File: src/rtl/zero_cross_period_pkg.sv
// Shared types and constants for the zero-crossing period meter.
// Also used by the amplitude-detector stage, which reuses zc_hyst_cmp.
package zero_cross_pkg;

    typedef enum logic [1:0] {
        ZC_UNKNOWN = 2'd0,
        ZC_NEG     = 2'd1,
        ZC_POS     = 2'd2
    } zc_state_e;

    localparam int PERIOD_WIDTH_DFLT = 16;
    localparam int CNT_MAX           = (1 << PERIOD_WIDTH_DFLT) - 1;

endpackage

File: src/rtl/zero_cross_period_if.sv
// Sample-side and result-side signals of the zero-crossing period meter.
// master drives the samples; slave is the meter itself.
interface zero_cross_period_if #(
    parameter int DATA_WIDTH   = 16,
    parameter int PERIOD_WIDTH = 16
);

    logic                         ce;
    logic signed [DATA_WIDTH-1:0] din;
    logic [PERIOD_WIDTH-1:0]      period_out;
    logic                         period_valid;
    logic                         polarity;
    logic                         timeout;

    modport master (
        output ce,
        output din,
        input  period_out,
        input  period_valid,
        input  polarity,
        input  timeout
    );

    modport slave (
        input  ce,
        input  din,
        output period_out,
        output period_valid,
        output polarity,
        output timeout
    );

endinterface

File: src/rtl/zero_cross_period_hyst_cmp.sv
// Signed compare of a sample against a symmetric +/-HYST band.
// Values inside [-HYST, +HYST] raise neither flag.
module zc_hyst_cmp #(
    parameter int DATA_WIDTH = 16,
    parameter int HYST       = 4
) (
    input  logic signed [DATA_WIDTH-1:0] din_i,
    output logic                         above_o,
    output logic                         below_o
);

    localparam logic signed [DATA_WIDTH-1:0] HystPos = DATA_WIDTH'(HYST);
    localparam logic signed [DATA_WIDTH-1:0] HystNeg = -HystPos;

    assign above_o = (din_i > HystPos);
    assign below_o = (din_i < HystNeg);

endmodule

File: src/rtl/zero_cross_period.sv
// Rising zero-crossing detector with hysteresis and period counter.
// Define ZC_AVG4_EN to report the running mean of the last four periods.
module zero_cross_period
    import zero_cross_pkg::*;
#(
    parameter int DATA_WIDTH   = 16,
    parameter int HYST         = 4,
    parameter int PERIOD_WIDTH = 16
) (
    input  logic          clk,
    input  logic          rst,
    zero_cross_period_if.slave zc
);

    localparam logic [PERIOD_WIDTH-1:0] CntMax = '1;

    logic      above;
    logic      below;
    logic      crossing;
    logic      accept;
    zc_state_e state_q, state_d;

    logic [PERIOD_WIDTH-1:0] cnt_q, cnt_d;
    logic                    armed_q, armed_d;
    logic                    timeout_q, timeout_d;
    logic [PERIOD_WIDTH-1:0] periodOut_q, periodOut_d;
    logic                    valid_q, valid_d;
    logic                    polarity_q, polarity_d;

    zc_hyst_cmp #(
        .DATA_WIDTH (DATA_WIDTH),
        .HYST       (HYST)
    ) u_hyst_cmp (
        .din_i   (zc.din),
        .above_o (above),
        .below_o (below)
    );

    // Only NEG -> POS counts as a crossing; leaving UNKNOWN never does.
    always_comb begin
        state_d  = state_q;
        crossing = 1'b0;
        if (zc.ce) begin
            case (state_q)
                ZC_UNKNOWN: begin
                    if (above)      state_d = ZC_POS;
                    else if (below) state_d = ZC_NEG;
                end
                ZC_NEG: begin
                    if (above) begin
                        state_d  = ZC_POS;
                        crossing = 1'b1;
                    end
                end
                ZC_POS: begin
                    if (below) state_d = ZC_NEG;
                end
                default: state_d = ZC_UNKNOWN;
            endcase
        end
    end

    always_comb begin
        cnt_d      = cnt_q;
        armed_d    = armed_q;
        timeout_d  = timeout_q;
        accept     = 1'b0;
        polarity_d = (state_d == ZC_POS);
        if (zc.ce) begin
            if (crossing) begin
                cnt_d   = '0;
                armed_d = 1'b1;
                if (timeout_q) timeout_d = 1'b0;
                else if (armed_q) accept = 1'b1;
            end else begin
                if (cnt_q != CntMax) cnt_d = cnt_q + 1'b1;
                if (cnt_d == CntMax) timeout_d = 1'b1;
            end
        end
    end

`ifdef ZC_AVG4_EN
    localparam int SumWidth = PERIOD_WIDTH + 2;

    logic                    acc_q, acc_d;
    logic [PERIOD_WIDTH-1:0] newPer_q, newPer_d;
    logic [PERIOD_WIDTH-1:0] hist_q [4];
    logic [PERIOD_WIDTH-1:0] hist_d [4];
    logic [SumWidth-1:0]     sum_q, sum_d;
    logic [2:0]              fill_q, fill_d;
    logic                    flush;

    // The oldest entry is zero until the history is full, so the
    // running sum is exact while it fills.
    always_comb begin
        acc_d       = accept;
        newPer_d    = accept ? (cnt_q + 1'b1) : newPer_q;
        hist_d      = hist_q;
        sum_d       = sum_q;
        fill_d      = fill_q;
        periodOut_d = periodOut_q;
        valid_d     = 1'b0;
        flush       = timeout_d & ~timeout_q;
        if (flush) begin
            hist_d = '{default: '0};
            sum_d  = '0;
            fill_d = '0;
        end else if (acc_q) begin
            hist_d[3] = hist_q[2];
            hist_d[2] = hist_q[1];
            hist_d[1] = hist_q[0];
            hist_d[0] = newPer_q;
            sum_d     = sum_q + SumWidth'(newPer_q) - SumWidth'(hist_q[3]);
            fill_d    = (fill_q == 3'd4) ? 3'd4 : (fill_q + 3'd1);
            if (fill_d == 3'd4) begin
                valid_d     = 1'b1;
                periodOut_d = sum_d[SumWidth-1:2];
            end
        end
    end

    always_ff @(posedge clk or posedge rst) begin
        if (rst) begin
            acc_q    <= 1'b0;
            newPer_q <= '0;
            hist_q   <= '{default: '0};
            sum_q    <= '0;
            fill_q   <= '0;
        end else begin
            acc_q    <= acc_d;
            newPer_q <= newPer_d;
            hist_q   <= hist_d;
            sum_q    <= sum_d;
            fill_q   <= fill_d;
        end
    end
`else
    // cnt+1 cannot wrap here: a saturated count has already set timeout.
    always_comb begin
        periodOut_d = periodOut_q;
        valid_d     = 1'b0;
        if (accept) begin
            periodOut_d = cnt_q + 1'b1;
            valid_d     = 1'b1;
        end
    end
`endif

    always_ff @(posedge clk or posedge rst) begin
        if (rst) begin
            state_q     <= ZC_UNKNOWN;
            cnt_q       <= '0;
            armed_q     <= 1'b0;
            timeout_q   <= 1'b0;
            periodOut_q <= '0;
            valid_q     <= 1'b0;
            polarity_q  <= 1'b0;
        end else begin
            state_q     <= state_d;
            cnt_q       <= cnt_d;
            armed_q     <= armed_d;
            timeout_q   <= timeout_d;
            periodOut_q <= periodOut_d;
            valid_q     <= valid_d;
            polarity_q  <= polarity_d;
        end
    end

    assign zc.period_out   = periodOut_q;
    assign zc.period_valid = valid_q;
    assign zc.polarity     = polarity_q;
    assign zc.timeout      = timeout_q;

endmodule

File: src/flat_wrapper.sv
// flat-port wrapper written by rule: the top's interface ports become plain ports
module zero_cross_period_flat import zero_cross_pkg::*;
#(
    parameter int DATA_WIDTH   = 16,
    parameter int HYST         = 4,
    parameter int PERIOD_WIDTH = 16
)
  (clk, rst, zc_ce, zc_din, zc_period_out, zc_period_valid, zc_polarity, zc_timeout);
  zero_cross_period_if #(.DATA_WIDTH(DATA_WIDTH), .PERIOD_WIDTH(PERIOD_WIDTH)) zc_i ();
  input  logic clk;
  input  logic rst;
  input wire logic [$bits(zc_i.ce)-1:0] zc_ce;
  input wire logic [$bits(zc_i.din)-1:0] zc_din;
  output wire logic [$bits(zc_i.period_out)-1:0] zc_period_out;
  output wire logic [$bits(zc_i.period_valid)-1:0] zc_period_valid;
  output wire logic [$bits(zc_i.polarity)-1:0] zc_polarity;
  output wire logic [$bits(zc_i.timeout)-1:0] zc_timeout;
  assign zc_i.ce = zc_ce;
  assign zc_i.din = zc_din;
  assign zc_period_out = zc_i.period_out;
  assign zc_period_valid = zc_i.period_valid;
  assign zc_polarity = zc_i.polarity;
  assign zc_timeout = zc_i.timeout;
  zero_cross_period #(.DATA_WIDTH(DATA_WIDTH), .HYST(HYST), .PERIOD_WIDTH(PERIOD_WIDTH)) u_core (.clk(clk), .rst(rst), .zc(zc_i));
endmodule
File: config.mk
export PLATFORM = sky130hd
export DESIGN_NAME = zero_cross_period_flat
export DESIGN_NICKNAME = d
export VERILOG_FILES = /design/src/rtl/zero_cross_period_pkg.sv /design/src/rtl/zero_cross_period_if.sv /design/src/rtl/zero_cross_period_hyst_cmp.sv /design/src/rtl/zero_cross_period.sv /design/src/flat_wrapper.sv
export SDC_FILE = /design/constraint.sdc
export NUM_CORES = 1
export LEC_CHECK = 0
export ABC_CLOCK_PERIOD_IN_PS = 3000
export CAP_MARGIN = 20
export CORE_ASPECT_RATIO = 0.9
export CORE_MARGIN = 1.5
export CORE_UTILIZATION = 57
export CTS_CLUSTER_DIAMETER = 120
export CTS_CLUSTER_SIZE = 25
export DETAILED_ROUTE_END_ITERATION = 10
export MAX_ROUTING_LAYER = met4
export PLACE_DENSITY = 0.84
export SLEW_MARGIN = 20
export SYNTH_ARGS = -nofsm -noshare
export SYNTH_HDL_FRONTEND = slang
export SYNTH_HIERARCHICAL = 1
export SYNTH_SLANG_ARGS = --single-unit
File: constraint.sdc
create_clock -name clk -period 3 [get_ports clk]
set_input_delay 0.6 -clock clk [delete_from_list [all_inputs] [get_ports clk]]
set_output_delay 0.6 -clock clk [all_outputs]
set_load 0.02 [all_outputs]
# After elaboration in Yosys (flattened, before gate mapping)

Index checks and enable logic that the tools add are counted.

$lt $le $gt $ge: 2
$mul: 0
Equal/unequal tests: 5
Div/mod/pow operators: 0
Add/sub/neg operators: 1
Muxes and demuxes: 19
Reductions and logical operators: 4
Bitwise logic cells: 0
Shift operators: 0

Operators with widths:

| kind                                                                              | count |
|---|---|
| 16-bit 2-to-1 mux                                                                 | 4 |
| 16-bit by 1-bit adder with 16-bit output (second input constant)                  | 1 |
| 16-bit == test (second input constant)                                            | 1 |
| 16-bit by 4-bit greater-than comparator with 1-bit output (second input constant) | 1 |
| 16-bit by 3-bit less-than comparator with 1-bit output (second input constant)    | 1 |
| 16-bit != test (second input constant)                                            | 1 |
| 1-bit 2-to-1 mux                                                                  | 10 |
| 2-bit 2-to-1 mux                                                                  | 4 |
| 2-bit one-hot mux with 3 select lines                                             | 1 |
| 2-bit == test (second input constant)                                             | 2 |
| 2-bit AND reduction                                                               | 2 |
| 2-bit by 1-bit == test with 1-bit output (second input constant)                  | 1 |
| 2-bit logical NOT                                                                 | 1 |
| 2-bit nonzero test                                                                | 1 |

Logic and storage cells: 38
Latch bits: 0
Output and inout port bits: 19
ROM bits: 0
Flip-flop bits (word level): 38
Bits in writable memories: 0
Input bits: 19
Memories kept: 0

# Logic depth before layout (Yosys ltp)

Word-level depth: 9
Depth in mapped cells: 9
Depth with buffers taken out: 7

# Cells and area by module

The synthesis kept the hierarchy.

By module, submodules not included:

| module            | times used | cells each | area each (um2) | seq. area each (um2) |
|---|---|---|---|---|
| zero_cross_period | 1          | 222        | 2164.6          | 950.9 |
| zc_hyst_cmp       | 1          | 10         | 65.1            | 0.0 |

# Worst setup path after synthesis

Ideal clock, no wire load.

Path type: input port to flip-flop
Start: input zc_din[0]
End: register u_core.periodOut_q[15], in the netlist u_core/zc.period_out[15]
Stages: 8
Setup slack: 0.851 ns
Setup time: 0.125 ns
Buffers on the path: 2
Arrival: 2.024 ns
Required time: 2.875 ns
Cell sequence: o21ai_0 -> a41oi_1 -> and3b_1 -> buf_2 -> nand2_1 -> nor3b_2 -> buf_4 -> mux2_2

Longest elaborated chain between the ends: 6

Ends and longest elaborated chain:

| what                                                      | RTL line                         | source |
|---|---|---|
| start: declaration                                        | flat_wrapper.sv:13               | `input wire logic [$bits(zc_i.din)-1:0] zc_din;` |
| 16-bit by 4-bit greater-than comparator with 1-bit output | zero_cross_period_hyst_cmp.sv:15 | `assign above_o = (din_i > HystPos);` |
| named net u_core.above                                    | zero_cross_period.sv:17          | `logic above;` |
| 1-bit 2-to-1 mux                                          | zero_cross_period.sv:50          | `if (above) begin` |
| 1-bit 2-to-1 mux                                          | zero_cross_period.sv:44          | `case (state_q)` |
| 1-bit 2-to-1 mux                                          | zero_cross_period.sv:43          | `if (zc.ce) begin` |
| 1-bit 2-to-1 mux                                          | zero_cross_period.sv:70          | `if (crossing) begin` |
| 1-bit 2-to-1 mux                                          | zero_cross_period.sv:69          | `if (zc.ce) begin` |
| end signal: assignment                                    | zero_cross_period.sv:163         | `periodOut_q <= periodOut_d;` |
| end: declaration                                          | zero_cross_period.sv:26          | `logic [PERIOD_WIDTH-1:0] periodOut_q, periodOut_d;` |

The timed path passes the listed nets, and every way through them passes these cells.
A chain may end at the register's enable or synchronous reset.

# Final worst setup path

Start: input zc_din[2]
End: register u_core.periodOut_q[15], in the netlist u_core/zc.period_out[15]

Same word-level chain as after synthesis.

==> impl_table.tex <==
\begin{tabular}{lr}
\hline
Metric & Value \\
\hline
\multicolumn{2}{l}{\textbf{Cells and area}} \\
\quad Net total in the final layout & 280 \\
\quad Final instance area & 2740 um2 \\
\quad Diode count & 0 \\
\quad Area growth, synth to finish & 22.9\% \\
\quad Ratio of cells with drive above 1 in the final layout & 12.3\% \\
\multicolumn{2}{l}{\textbf{GRT}} \\
\quad Number of global-route vias before repair & 1769 \\
\quad Total global routing track utilization & 27.1\% \\
\quad Wire length of the first global-routing pass & 8650 um \\
\quad Maximum number of pins on one net before global-route repair & 39 \\
\quad Sum of overflow across all layers after global routing & 0 \\
\quad Antenna violations before repair & 0 \\
\multicolumn{2}{l}{\textbf{Logic synthesis}} \\
\quad Portion of the post-synthesis area used by sequential elements & 42.6\% \\
\quad Main flop type after synthesis & sky130\_fd\_sc\_hd\_\_dfrtp\_1 \\
\quad Synthesized-area fraction occupied by and/or/nand/nor cells & 22.6\% \\
\quad Flip-flop and latch count after synthesis & 38 \\
\quad Main area contributors after synthesis & sky130\_fd\_sc\_hd\_\_dfrtp\_1 43\%, sky130\_fd\_sc\_hd\_\_a21oi\_1 6.7\%, sky130\_fd\_sc\_hd\_\_xnor2\_1 3.9\% \\
\quad Multiplexer share of the synthesized area & 1.96\% \\
\quad Number of enable-type register cells in the synthesized netlist & 0 \\
\quad Yosys warning count & 6 \\
\quad Share of the synthesized area in the top cell type & 42.6\% \\
\quad Average cell area after synthesis & 9.61 um2 \\
\quad Top cell type by total area after synthesis & sky130\_fd\_sc\_hd\_\_dfrtp\_1 \\
\quad Combinational family with the most area after synthesis & simple AND/OR/NAND/NOR gates \\
\quad Net count of the mapped netlist & 252 \\
\quad Area fraction in compound gates after synthesis & 20.4\% \\
\quad Adder and majority gate portion of the synthesized area & 0.561\% \\
\quad Total standard cell area after synthesis & 2230 um2 \\
\quad Async set or reset register ratio after synthesis & 100\% \\
\quad Count of different cell masters after synthesis & 53 \\
\quad Share of the synthesized netlist area taken by xor and xnor gates & 5.89\% \\
\quad Synth Instances & 232 \\
\multicolumn{2}{l}{\textbf{STA}} \\
\quad Clock tree skew after final layout & 9.87 ps \\
\quad Total count of max-transition violations in the final report & 0 \\
\quad Setup repair after global routing missed its margin & false \\
\quad Part of the cycle the worst path needs & 77.4\% \\
\quad Final-report hold violation count & 0 \\
\quad Worst slew pin tran & 466 ps \\
\quad Min cycle time layout & 2320 ps \\
\quad Setup violators final & 0 \\
\quad Maximum clock frequency & 0.431 GHz \\
\quad Final TNS setup & 0 ps \\
\quad Relative slew margins & 68.9\% \\
\multicolumn{2}{l}{\textbf{Power and ir drop}} \\
\quad Switch share & 33.7\% \\
\quad Power Internal & 1360 uW \\
\quad Sequential Power Share & 39.9\% \\
\quad Clock network fraction of total power & 26.1\% \\
\quad Static leakage & 0.00113 uW \\
\quad Total net switching power & 692 uW \\
\quad Part of the power in combinational logic & 33.9\% \\
\quad Largest vdd supply drop & 0.400 mV \\
\quad Power density cells & 749 nW/um2 \\
\multicolumn{2}{l}{\textbf{Floorplan}} \\
\quad Die Span X & 68.9 um \\
\quad FP Rows & 21 \\
\quad Number of I/O pins & 38 \\
\quad Full die area & 4300 um2 \\
\quad Core area & 3730 um2 \\
\quad Effective utilization at floorplan & 59.8\% \\
\quad Die Y & 62.3 um \\
\multicolumn{2}{l}{\textbf{Clock network}} \\
\quad Clock input transition at the sequential cells of the worst setup and hold paths & 70 ps \\
\quad Number of buffers inserted for hold repair after clock tree synthesis & 0 \\
\quad Count of H-tree levels built during CTS & 2 \\
\quad CTS tree & built \\
\quad \# resized after CTS & 0 \\
\quad Cts bufs inserted & 5 \\
\quad Setup bufs post-CTS & 0 \\
\quad Clk sinks & 38 \\
\quad Buffer cell driving the clock tree root & sky130\_fd\_sc\_hd\_\_clkbuf\_8 \\
\quad Insertion delay to the later sink of the worst-skew pair & 290 ps \\
\quad Bufs on Longest Clock Path & 2 \\
\multicolumn{2}{l}{\textbf{Place}} \\
\quad Total of buffers placed on input and output ports & 37 \\
\quad Sum of net half-perimeters after detailed placement & 3650 um \\
\quad GP Congestion & 0.895 \\
\quad Standard cell area after detailed placement & 2600 um2 \\
\multicolumn{2}{l}{\textbf{Detailed routing}} \\
\quad Mean routed wirelength per cell & 16.9 um \\
\quad Overall routed net length & 5200 um \\
\quad Number of antenna-violating nets in the routed design & 0 \\
\quad Number of violations reported at the end of detailed-routing iteration 0 & 168 \\
\quad Vias & 1926 \\
\quad Post-detailed-route via-to-cell ratio & 6.27 \\
\quad Residual DRC & 0 \\
\quad Number of search-and-repair iterations in the first detailed-routing pass & 5 \\
\multicolumn{2}{l}{\textbf{Worst setup path}} \\
\quad Class of the most critical setup path & in2reg \\
\quad Highest-delay cell along the critical path & sky130\_fd\_sc\_hd\_\_clkdlybuf4s50\_1 \\
\quad Critical path, cell by cell & clkdlybuf4s50\_1 -> o21ai\_0 -> a41oi\_1 -> and3b\_1 -> nand2\_1 -> nor3b\_2 -> buf\_12 -> mux2\_2 \\
\quad Critical path data arrival time & 2490 ps \\
\quad Required time at the worst-slack endpoint & 3170 ps \\
\quad Kind of launch point of the worst setup path & primary input \\
\quad Crit path max fanout & 30 \\
\quad CP Capture Type & flop \\
\quad Slowest stage delay, CP & 470 ps \\
\multicolumn{2}{l}{\textbf{Flow run}} \\
\quad Max capacitance violation total & 0 \\
\multicolumn{2}{l}{\textbf{Min path}} \\
\quad Classification of the worst-slack hold path & reg2reg \\
\multicolumn{2}{l}{\textbf{Run status}} \\
\quad Status & finished, final reports clean \\
\hline
\end{tabular}
-- power by group through the flow --
stage                     Sequential [uW]  Clock (uW)  Combinational (uW)
after floorplan                       882           0                 338
after global placement                825           0                 681
after detailed placement              826           0                 695
after CTS                             817         544                 701
after global routing                  848         567                 766
final                                 820         536                 696
-- metal layers --
| layer | global-route usage [%] | share of wire [%] | vias to the layer above |
|---|---|---|---|
| met5 | - | 0 | - |
| met4 | 5.39 | 0.65 | 0 |
| met1 | 42.2 | 48 | 955 |
| met3 | 4.89 | 5.1 | 6 |
| met2 | 37.1 | 46 | 55 |
| li1 | - | - | 910 |
-- worst max-delay path: cells and delay by family --
family | cells | cell delay [ps]
buffers and inverters | 2 | 670
multiplexers | 1 | 340
AO/OA/AOI/OAI | 2 | 310
AND/OR/NAND/NOR | 3 | 550
-- registers in the layout, summed over array words and instances, names as in the netlist --
| signal | count |
|---|---|
| u_core/zc.period_out | 16 |
| u_core/cnt_q | 16 |
| u_core/zc.polarity | 1 |
| u_core/state_q | 2 |
| u_core/zc.timeout | 1 |
| u_core/armed_q | 1 |
| u_core/zc.period_valid | 1 |
-- layout make-up --
cell class	count	area [um2]
Tap cell	46	57.6
Clock buffer	6	82.6
Timing Repair Buffer	42	420
Fill cell	293	991
Clock inverter	2	60.1
Multi-Input combinational cell	167	1150
Sequential cell	38	951
Inverter	6	22.5
-- layout by cell type (no fill, tap or decap), types with 2 or more instances in the layout --
cell                              count
sky130_fd_sc_hd__nand4_4              3
sky130_fd_sc_hd__xnor2_1             10
sky130_fd_sc_hd__inv_1                6
sky130_fd_sc_hd__nor4_1               3
sky130_fd_sc_hd__and4_1               2
sky130_fd_sc_hd__a41o_1               3
sky130_fd_sc_hd__a21boi_0             4
sky130_fd_sc_hd__o31ai_1              4
sky130_fd_sc_hd__and3_1               3
sky130_fd_sc_hd__a21oi_1             30
sky130_fd_sc_hd__buf_4                4
sky130_fd_sc_hd__dfrtp_1             38
sky130_fd_sc_hd__a31oi_1              2
sky130_fd_sc_hd__nand2_1             13
sky130_fd_sc_hd__clkdlybuf4s50_1     37
sky130_fd_sc_hd__nand3_2              2
sky130_fd_sc_hd__a2bb2oi_1            3
sky130_fd_sc_hd__mux2_2               3
sky130_fd_sc_hd__a41oi_1              2
sky130_fd_sc_hd__nand4_1             10
sky130_fd_sc_hd__nor3_1               2
sky130_fd_sc_hd__nand3_1              8
sky130_fd_sc_hd__xor2_1               5
sky130_fd_sc_hd__nor2_1              14
sky130_fd_sc_hd__o21ai_0             14
sky130_fd_sc_hd__bufinv_16            2
sky130_fd_sc_hd__nor2b_1              2
sky130_fd_sc_hd__clkbuf_8             6
-- cell usage after synthesis, types with 5 or more instances --
library cell / n
sky130_fd_sc_hd__buf_4: 5
sky130_fd_sc_hd__xor2_1: 5
sky130_fd_sc_hd__nand2_1: 13
sky130_fd_sc_hd__buf_2: 9
sky130_fd_sc_hd__a21oi_1: 30
sky130_fd_sc_hd__nor2_1: 14
sky130_fd_sc_hd__clkbuf_1: 6
sky130_fd_sc_hd__dfrtp_1: 38
sky130_fd_sc_hd__xnor2_1: 10
sky130_fd_sc_hd__nand4_1: 10
sky130_fd_sc_hd__o21ai_0: 14
sky130_fd_sc_hd__inv_1: 6
sky130_fd_sc_hd__nand3_1: 8
-- kinds of logic after synthesis --
group,after synthesis
compound gates,72
simple gates,75
mux,4
xor+xnor,15
fa+ha+maj,1
flops,38
buf+inv,27
-- metrics by stage --
stage | cells | util [%] | hold WS, ps | setup slack [ps] | power, uW
after CTS | 307 | 73.4 | 500 | 689 | 2060
after floorplan | 232 | - | 423 | 851 | 1220
final | 307 | 73.4 | 497 | 678 | 2050
after global placement | 299 | 69.6 | 460 | 453 | 1510
after global routing | 307 | 73.4 | 511 | 590 | 2180
after detailed placement | 299 | 69.6 | 483 | 397 | 1520
-- path summary, 6_finish.rpt --
check	from	end	slack [ps]	cells past startpoint
worst max register to register	u_core/cnt_q[0]$_DFFE_PP0P_	u_core/zc.timeout$_DFFE_PP0P_	750	6
min in group asynchronous	rst	u_core/zc.period_out[8]$_DFFE_PP0P_	730	3
worst min-delay path	u_core/armed_q$_DFFE_PP0P_	u_core/armed_q$_DFFE_PP0P_	500	1
worst max-delay path	zc_din[2]	u_core/zc.period_out[15]$_DFFE_PP0P_	680	8
worst min register to register	u_core/armed_q$_DFFE_PP0P_	u_core/armed_q$_DFFE_PP0P_	500	1
max in group asynchronous	rst	u_core/zc.period_out[10]$_DFFE_PP0P_	1950	3
(Power assumes the default switching activity.)
